**config.mk**
```make
export PLATFORM = sky130hd
export DESIGN_NAME = req_arb_flat
export DESIGN_NICKNAME = d
export VERILOG_FILES = /design/src/rtl/req_arb_pkg.sv /design/src/rtl/req_arb_if.sv /design/src/rtl/req_arb_pick.sv /design/src/rtl/req_arb.sv /design/src/flat_wrapper.sv
export SDC_FILE = /design/constraint.sdc
export NUM_CORES = 1
export LEC_CHECK = 0
export ABC_AREA = 1
export ABC_CLOCK_PERIOD_IN_PS = 2500
export CAP_MARGIN = 20
export CORE_AREA = 2 2 128 130
export DETAILED_ROUTE_END_ITERATION = 12
export DIE_AREA = 0 0 130 132
export DONT_BUFFER_PORTS = 1
export GPL_ROUTABILITY_DRIVEN = 0
export PLACE_DENSITY = 0.3
export SKIP_LAST_GASP = 1
export SLEW_MARGIN = 25
export SYNTH_ARGS = -nofsm -noshare
export SYNTH_HDL_FRONTEND = slang
export SYNTH_HIERARCHICAL = 1
export SYNTH_SLANG_ARGS = --single-unit
export TNS_END_PERCENT = 50
```
**constraint.sdc**
```tcl
create_clock -name clk_i -period 2.5 [get_ports clk_i]
set_input_delay 0.375 -clock clk_i [delete_from_list [all_inputs] [get_ports clk_i]]
set_output_delay 0.375 -clock clk_i [all_outputs]
set_load 0.005 [all_outputs]
```
**src/rtl/req_arb_pkg.sv**
```systemverilog
// Shared definitions for the two-master req-bus arbiter.
package req_arb_pkg;

    // Arbiter state: waiting, request handshake, data beats.
    typedef enum logic [1:0] {
        ST_IDLE = 2'd0,
        ST_REQ  = 2'd1,
        ST_DATA = 2'd2
    } state_t;

    // Master indices; M0 is the CPU path, M1 the DMA requester.
    localparam logic M0 = 1'b0;
    localparam logic M1 = 1'b1;

    // Default width of req_len (beats minus one).
    localparam int LEN_W_DEF = 3;

endpackage

```
**src/rtl/req_arb_if.sv**
```systemverilog
// One req-bus port: request handshake, write beats and read beats.
// "master" is the requester side; "slave" is the side that serves it.
interface req_arb_if
    import req_arb_pkg::*;
#(
    parameter int LEN_W = LEN_W_DEF
) ();
    logic             req_valid;
    logic             req_ready;
    logic             req_we;
    logic [LEN_W-1:0] req_len;
    logic [3:0]       req_mask;
    logic [31:0]      req_addr;
    logic             write_valid;
    logic [31:0]      write_data;
    logic             read_valid;
    logic [31:0]      read_data;
    logic             read_ack;

    modport master (
        output req_valid, input  req_ready, output req_we,
        output req_len,   output req_mask,  output req_addr,
        output write_valid, output write_data,
        input  read_valid,  input  read_data, output read_ack
    );

    modport slave (
        input  req_valid, output req_ready, input  req_we,
        input  req_len,   input  req_mask,  input  req_addr,
        input  write_valid, input  write_data,
        output read_valid,  output read_data, input  read_ack
    );
endinterface

```
**src/rtl/req_arb_pick.sv**
```systemverilog
// Winner select for a new grant: a lone requester always wins; on a tie
// round-robin hands the bus to whoever did not own it last, while fixed
// priority always picks M0.
module req_arb_pick
    import req_arb_pkg::*;
#(
    parameter bit RR = 1'b1
) (
    input  logic [1:0] valid,
    input  logic       last,
    output logic       winner
);

    // Combinational winner for the IDLE grant edge.
    always_comb begin
        winner = M0;
        if (valid == 2'b10) begin
            winner = M1;
        end else if (valid == 2'b11 && RR) begin
            winner = ~last;
        end
    end

endmodule

```
**src/rtl/req_arb.sv**
```systemverilog
// Two-master arbiter in front of the shared req-bus slave. The grant is held
// from request handshake through the final data beat; all bus outputs are
// combinational muxes of the registered grant and state.
module req_arb
    import req_arb_pkg::*;
#(
    parameter bit RR    = 1'b1,
    parameter int LEN_W = LEN_W_DEF
) (
    input  logic         clk_i,
    input  logic         rst_i,
    req_arb_if.slave     m0,
    req_arb_if.slave     m1,
    req_arb_if.master    s
);

    state_t           state_q, state_d;
    logic             grant_q, grant_d;
    logic             last_q,  last_d;
    logic [LEN_W:0]   beats_q, beats_d;
    logic             we_q,    we_d;

    logic             winner;

    logic             g_req_valid;
    logic             g_req_we;
    logic [LEN_W-1:0] g_req_len;
    logic [3:0]       g_req_mask;
    logic [31:0]      g_req_addr;
    logic             g_write_valid;
    logic [31:0]      g_write_data;
    logic             g_read_ack;

    logic             in_req;
    logic             in_data;
    logic             rd_path;
    logic             req_hs;
    logic             wr_beat;
    logic             rd_beat;
    logic [LEN_W:0]   len_beats;

    req_arb_pick #(.RR(RR)) u_pick (
        .valid  ({m1.req_valid, m0.req_valid}),
        .last   (last_q),
        .winner (winner)
    );

    // Select the granted master's request-side signals.
    always_comb begin
        if (grant_q == M1) begin
            g_req_valid   = m1.req_valid;
            g_req_we      = m1.req_we;
            g_req_len     = m1.req_len;
            g_req_mask    = m1.req_mask;
            g_req_addr    = m1.req_addr;
            g_write_valid = m1.write_valid;
            g_write_data  = m1.write_data;
            g_read_ack    = m1.read_ack;
        end else begin
            g_req_valid   = m0.req_valid;
            g_req_we      = m0.req_we;
            g_req_len     = m0.req_len;
            g_req_mask    = m0.req_mask;
            g_req_addr    = m0.req_addr;
            g_write_valid = m0.write_valid;
            g_write_data  = m0.write_data;
            g_read_ack    = m0.read_ack;
        end
    end

    // Handshake qualifiers. A write beat on the request-accept cycle counts.
    always_comb begin
        in_req    = (state_q == ST_REQ);
        in_data   = (state_q == ST_DATA);
        rd_path   = in_data & ~we_q;
        req_hs    = in_req & g_req_valid & s.req_ready;
        wr_beat   = g_write_valid & ((in_data & we_q) | (req_hs & g_req_we));
        rd_beat   = rd_path & s.read_valid & g_read_ack;
        len_beats = {1'b0, g_req_len} + (LEN_W+1)'(1);
    end

    // Slave-side bus: only driven while a transaction is in flight.
    always_comb begin
        s.req_valid   = in_req & g_req_valid;
        s.req_we      = in_req & g_req_we;
        s.req_len     = in_req ? g_req_len  : '0;
        s.req_mask    = in_req ? g_req_mask : '0;
        s.req_addr    = in_req ? g_req_addr : '0;
        s.write_valid = wr_beat;
        s.write_data  = wr_beat ? g_write_data : '0;
        s.read_ack    = rd_path & g_read_ack;
    end

    // Master-side returns: a non-granted master sees all zeros.
    always_comb begin
        m0.req_ready  = in_req & (grant_q == M0) & s.req_ready;
        m1.req_ready  = in_req & (grant_q == M1) & s.req_ready;
        m0.read_valid = rd_path & (grant_q == M0) & s.read_valid;
        m1.read_valid = rd_path & (grant_q == M1) & s.read_valid;
        m0.read_data  = (rd_path && grant_q == M0) ? s.read_data : '0;
        m1.read_data  = (rd_path && grant_q == M1) ? s.read_data : '0;
    end

    // Next-state: grant in IDLE, latch length/direction in REQ, count beats in DATA.
    always_comb begin
        state_d = state_q;
        grant_d = grant_q;
        last_d  = last_q;
        beats_d = beats_q;
        we_d    = we_q;
        case (state_q)
            ST_IDLE: begin
                if (m0.req_valid || m1.req_valid) begin
                    grant_d = winner;
                    state_d = ST_REQ;
                end
            end
            ST_REQ: begin
                if (req_hs) begin
                    we_d = g_req_we;
                    if (wr_beat) begin
                        beats_d = len_beats - (LEN_W+1)'(1);
                    end else begin
                        beats_d = len_beats;
                    end
                    // A single-beat write can finish on the accept cycle itself.
                    if (wr_beat && len_beats == (LEN_W+1)'(1)) begin
                        last_d  = grant_q;
                        state_d = ST_IDLE;
                    end else begin
                        state_d = ST_DATA;
                    end
                end
            end
            ST_DATA: begin
                if (wr_beat || rd_beat) begin
                    beats_d = beats_q - (LEN_W+1)'(1);
                    if (beats_q == (LEN_W+1)'(1)) begin
                        last_d  = grant_q;
                        state_d = ST_IDLE;
                    end
                end
            end
            default: begin
                state_d = ST_IDLE;
            end
        endcase
    end

    // State registers; reset leaves M0 ahead for the first tie.
    always_ff @(posedge clk_i) begin
        if (rst_i) begin
            state_q <= ST_IDLE;
            grant_q <= M0;
            last_q  <= M1;
            beats_q <= '0;
            we_q    <= 1'b0;
        end else begin
            state_q <= state_d;
            grant_q <= grant_d;
            last_q  <= last_d;
            beats_q <= beats_d;
            we_q    <= we_d;
        end
    end

endmodule

```
**src/flat_wrapper.sv**
```systemverilog
// flat-port wrapper written by rule: the top's interface ports become plain ports
module req_arb_flat import req_arb_pkg::*;
#(
    parameter bit RR    = 1'b1,
    parameter int LEN_W = LEN_W_DEF
)
  (clk_i, rst_i, m0_req_valid, m0_req_ready, m0_req_we, m0_req_len, m0_req_mask, m0_req_addr, m0_write_valid, m0_write_data, m0_read_valid, m0_read_data, m0_read_ack, m1_req_valid, m1_req_ready, m1_req_we, m1_req_len, m1_req_mask, m1_req_addr, m1_write_valid, m1_write_data, m1_read_valid, m1_read_data, m1_read_ack, s_req_valid, s_req_ready, s_req_we, s_req_len, s_req_mask, s_req_addr, s_write_valid, s_write_data, s_read_valid, s_read_data, s_read_ack);
  req_arb_if #(.LEN_W(LEN_W)) m0_i ();
  req_arb_if #(.LEN_W(LEN_W)) m1_i ();
  req_arb_if #(.LEN_W(LEN_W)) s_i ();
  input  logic clk_i;
  input  logic rst_i;
  input wire logic [$bits(m0_i.req_valid)-1:0] m0_req_valid;
  output wire logic [$bits(m0_i.req_ready)-1:0] m0_req_ready;
  input wire logic [$bits(m0_i.req_we)-1:0] m0_req_we;
  input wire logic [$bits(m0_i.req_len)-1:0] m0_req_len;
  input wire logic [$bits(m0_i.req_mask)-1:0] m0_req_mask;
  input wire logic [$bits(m0_i.req_addr)-1:0] m0_req_addr;
  input wire logic [$bits(m0_i.write_valid)-1:0] m0_write_valid;
  input wire logic [$bits(m0_i.write_data)-1:0] m0_write_data;
  output wire logic [$bits(m0_i.read_valid)-1:0] m0_read_valid;
  output wire logic [$bits(m0_i.read_data)-1:0] m0_read_data;
  input wire logic [$bits(m0_i.read_ack)-1:0] m0_read_ack;
  input wire logic [$bits(m1_i.req_valid)-1:0] m1_req_valid;
  output wire logic [$bits(m1_i.req_ready)-1:0] m1_req_ready;
  input wire logic [$bits(m1_i.req_we)-1:0] m1_req_we;
  input wire logic [$bits(m1_i.req_len)-1:0] m1_req_len;
  input wire logic [$bits(m1_i.req_mask)-1:0] m1_req_mask;
  input wire logic [$bits(m1_i.req_addr)-1:0] m1_req_addr;
  input wire logic [$bits(m1_i.write_valid)-1:0] m1_write_valid;
  input wire logic [$bits(m1_i.write_data)-1:0] m1_write_data;
  output wire logic [$bits(m1_i.read_valid)-1:0] m1_read_valid;
  output wire logic [$bits(m1_i.read_data)-1:0] m1_read_data;
  input wire logic [$bits(m1_i.read_ack)-1:0] m1_read_ack;
  output wire logic [$bits(s_i.req_valid)-1:0] s_req_valid;
  input wire logic [$bits(s_i.req_ready)-1:0] s_req_ready;
  output wire logic [$bits(s_i.req_we)-1:0] s_req_we;
  output wire logic [$bits(s_i.req_len)-1:0] s_req_len;
  output wire logic [$bits(s_i.req_mask)-1:0] s_req_mask;
  output wire logic [$bits(s_i.req_addr)-1:0] s_req_addr;
  output wire logic [$bits(s_i.write_valid)-1:0] s_write_valid;
  output wire logic [$bits(s_i.write_data)-1:0] s_write_data;
  input wire logic [$bits(s_i.read_valid)-1:0] s_read_valid;
  input wire logic [$bits(s_i.read_data)-1:0] s_read_data;
  output wire logic [$bits(s_i.read_ack)-1:0] s_read_ack;
  assign m0_i.req_valid = m0_req_valid;
  assign m0_req_ready = m0_i.req_ready;
  assign m0_i.req_we = m0_req_we;
  assign m0_i.req_len = m0_req_len;
  assign m0_i.req_mask = m0_req_mask;
  assign m0_i.req_addr = m0_req_addr;
  assign m0_i.write_valid = m0_write_valid;
  assign m0_i.write_data = m0_write_data;
  assign m0_read_valid = m0_i.read_valid;
  assign m0_read_data = m0_i.read_data;
  assign m0_i.read_ack = m0_read_ack;
  assign m1_i.req_valid = m1_req_valid;
  assign m1_req_ready = m1_i.req_ready;
  assign m1_i.req_we = m1_req_we;
  assign m1_i.req_len = m1_req_len;
  assign m1_i.req_mask = m1_req_mask;
  assign m1_i.req_addr = m1_req_addr;
  assign m1_i.write_valid = m1_write_valid;
  assign m1_i.write_data = m1_write_data;
  assign m1_read_valid = m1_i.read_valid;
  assign m1_read_data = m1_i.read_data;
  assign m1_i.read_ack = m1_read_ack;
  assign s_req_valid = s_i.req_valid;
  assign s_i.req_ready = s_req_ready;
  assign s_req_we = s_i.req_we;
  assign s_req_len = s_i.req_len;
  assign s_req_mask = s_i.req_mask;
  assign s_req_addr = s_i.req_addr;
  assign s_write_valid = s_i.write_valid;
  assign s_write_data = s_i.write_data;
  assign s_i.read_valid = s_read_valid;
  assign s_i.read_data = s_read_data;
  assign s_read_ack = s_i.read_ack;
  req_arb #(.RR(RR), .LEN_W(LEN_W)) u_core (.clk_i(clk_i), .rst_i(rst_i), .m0(m0_i), .m1(m1_i), .s(s_i));
endmodule
```
==> results_dict.tcl <==
set metrics [dict create \
    powerDensity_nw_per_um2 859 \
    die_x_um 130 \
    finalMaxSlewViolations 0 \
    dpl.hpwl_um 9970 \
    slowest_delay_ns 0.34 \
    numCtsBuffers 3 \
    p_total_mw 2.20 \
    design_area_um2 2560 \
    crit_family "simple AND/OR/NAND/NOR gates" \
    fmax_mhz 470 \
    cp_max_fo 40 \
    n_antenna_cell 0 \
    grt_max_degree 44 \
    drc 0 \
    crit_type "reg -> out" \
    final-setup-viol-count 0 \
    utilization_pct 16.3 \
    cts.sinks 9 \
    cp_cell_sequence "inv_2 > nor2_4 > nand4_2 > nand2_2 > nand2_4 > a21oi_1 > buf_4" \
    setup_tns_ns 0 \
    postCtsSetupBuffers 0 \
    syn_avg_cell_area_um2 4.70 \
    core.rowCount 46 \
    syn_nets 671 \
    cts_tree "yes" \
    fin_crit_ns 2.13 \
    dieHeight_um 132 \
    antenna_found_initial 0 \
    cpMaxStageDelayCell "dfxtp_1" \
    fin_skew_ns 0.00131 \
    holdPathStages 1 \
    r2r_end "u_core/beats_q[3]" \
    yosysUniqueCellTypes 30 \
    cp.required_ns 2.12 \
    layout-drive-gt1-share_pct 9.42 \
    root_buffer "clkbuf_16" \
    holdPathEnd "u_core/we_q" \
    vdd_drop_max_uv 431 \
    clk_latency_ns 0.23 \
    first_pass_iters 5 \
    path_clk_slew_ns 0.04 \
    start_kind "register" \
    drt_iter0_drc 140 \
    relSlewSlack_pct 50.6 \
    status "complete, no violations" \
    hold_path_class "in -> reg" \
    place_area_um2 2480 \
    leakagePower_nw 1.28 \
    ctsHoldBuffers 0 \
    grtUsageTotal_pct 11.9 \
    grt_remaining_overflow 0 \
    num-fill-cells 1889 \
    syn_area_um2 2260 \
    core_area_um2 15700 \
    path_buf_inv 2 \
    cap_violations 0 \
    timing.rr.start "u_core/grant_q" \
    clk_path_buf_depth 2 \
    layout.nets 658 \
    rsz0062_at_grt "false" \
    min_period_over_period_pct 85.1 \
    die_area_um2 17200 \
    vias 2941 \
    viasPerCell 4.31 \
    portBuffers 0 \
    hold_start "rst_i" \
    cts_resized 0 \
    htreeDepth 1 \
    finalWirelength_um 11500 \
    ios 329 \
    yosysWarnings 6 \
    ff2ff_setup_slack_ns 0.44 \
    area_growth_pct 13.3 \
    synthCells 481 \
    hold_viol_final 0 \
    yosysSeqAreaShare_pct 7.97 \
    grt_pass1_vias 2760 \
    synth_seq_cells 9 \
    antenna_left 0 \
    wl_per_cell_um 16.9 \
    worst_pin_slew_ns 0.739 \
    initial_core_util_pct 14.4 \
    grt_pass1_wl_um 15900 \
    critPathCaptureType "output port" \
    worst-endpoint-arrival_ns 1.75 \
    worstRegToRegCells 11 \
]
==> worst max-delay path by stage <==
stage | from | end | slack (ns) | cells past startpoint
after floorplan | u_core/grant_q | s_write_data[10] | 0.84 | 10
after global placement | u_core/grant_q | u_core/beats_q[3] | 0.52 | 11
after detailed placement | u_core/grant_q | u_core/beats_q[3] | 0.45 | 11
after CTS | u_core/state_q[0] | s_write_data[2] | 0.30 | 7
after global routing | u_core/state_q[0] | s_write_data[2] | 0.16 | 7
final | u_core/state_q[0] | s_write_data[2] | 0.37 | 7
==> metal layers <==
metal | vias up | part of all wire (%) | track usage, %
met5 | - | 0 | 0
met4 | 0 | 1.3 | 2.21
met3 | 10 | 7.9 | 3.21
met2 | 162 | 50 | 22.0
met1 | 1329 | 41 | 13.5
li1 | 1440 | - | -
==> state kept, by name, summed over array words and instances (netlist names) <==
signal          flops
u_core/beats_q      4
u_core/last_q       1
u_core/we_q         1
u_core/grant_q      1
u_core/state_q      2
==> power breakdown <==
group          leakage [nW]  switching [mW]  internal (mW)
logic                  1.17            1.20          0.460
registers            0.0746          0.0533          0.202
clock network        0.0382          0.0707          0.213
==> worst reg2reg max path, delay by kind of cell (launching register included) <==
kind | cells | cell delay, ns
DFF | 1 | 0.41
AOI/OAI and AO/OA | 1 | 0.05
and+or+nand+nor | 7 | 0.72
adders and majority gates | 1 | 0.30
buffers and inverters | 2 | 0.48
==> cells by family after synthesis <==
kind of cell / after synthesis / synth area share [%]
xor gates and xnor gates: 1 / 0.388
DFF: 9 / 7.97
and+or+nand+nor: 296 / 53.8
AOI/OAI and AO/OA: 86 / 20.0
buffers and inverters: 85 / 15.6
adders and majority gates: 4 / 2.21
==> metrics by stage <==
step / setup WS, ns / hold WS, ns / instances
final: 0.372 / 0.209 / 683
after global routing: 0.164 / 0.208 / 683
after CTS: 0.300 / 0.204 / 683
after detailed placement: 0.448 / 0.450 / 679
after global placement: 0.524 / 0.450 / 679
after floorplan: 0.839 / 0.444 / 481
==> cell type report <==
cell class                      count  area, um^2  share of cell area [%]
Sequential cell                     9         181                    7.08
Timing Repair Buffer               13        97.6                    3.81
Clock buffer                        4        78.8                    3.08
Inverter                           54         205                    8.01
Multi-Input combinational cell    387        1730                    67.5
Tap cell                          216         270                    10.6
==> cells in the final DEF, fill, tap and decap left out <==
cell,synthesis,final
clkbuf_1,23,1
nand2_1,178,178
nand3_4,1,1
inv_1,50,50
buf_4,1,13
nand4_2,1,1
a21boi_2,1,1
dfxtp_1,9,8
a31oi_1,1,1
nand3_1,9,9
o21ai_1,2,2
ha_1,4,4
a21oi_2,3,3
or2_2,1,1
nand4_1,1,1
nor2_2,3,3
o21ai_2,1,1
inv_2,3,3
inv_4,1,1
nor2_1,87,87
xnor2_1,1,1
o21ai_0,4,4
nand2_4,3,3
nand2_2,7,7
nor2_4,2,2
dfxtp_2,0,1
nor3_1,3,3
a21oi_1,74,74
clkbuf_16,0,3
==> synth_stat cells <==
cell type	n	area share [%]
a21boi_2	1	0.50
a21oi_1	74	16
a21oi_2	3	1.2
a31oi_1	1	0.28
buf_1	1	0.17
buf_2	3	0.66
buf_4	1	0.33
buf_6	3	1.5
clkbuf_1	23	3.8
dfxtp_1	9	8.0
ha_1	4	2.2
inv_1	50	8.3
inv_2	3	0.50
inv_4	1	0.28
nand2_1	178	30
nand2_2	7	1.9
nand2_4	3	1.5
nand3_1	9	2.0
nand3_4	1	0.78
nand4_1	1	0.28
nand4_2	1	0.55
nor2_1	87	14
nor2_2	3	0.83
nor2_4	2	1.0
nor3_1	3	0.66
o21ai_0	4	0.89
o21ai_1	2	0.44
o21ai_2	1	0.39
or2_2	1	0.28
xnor2_1	1	0.39
No activity file was read; power rests on OpenSTA's default activity.
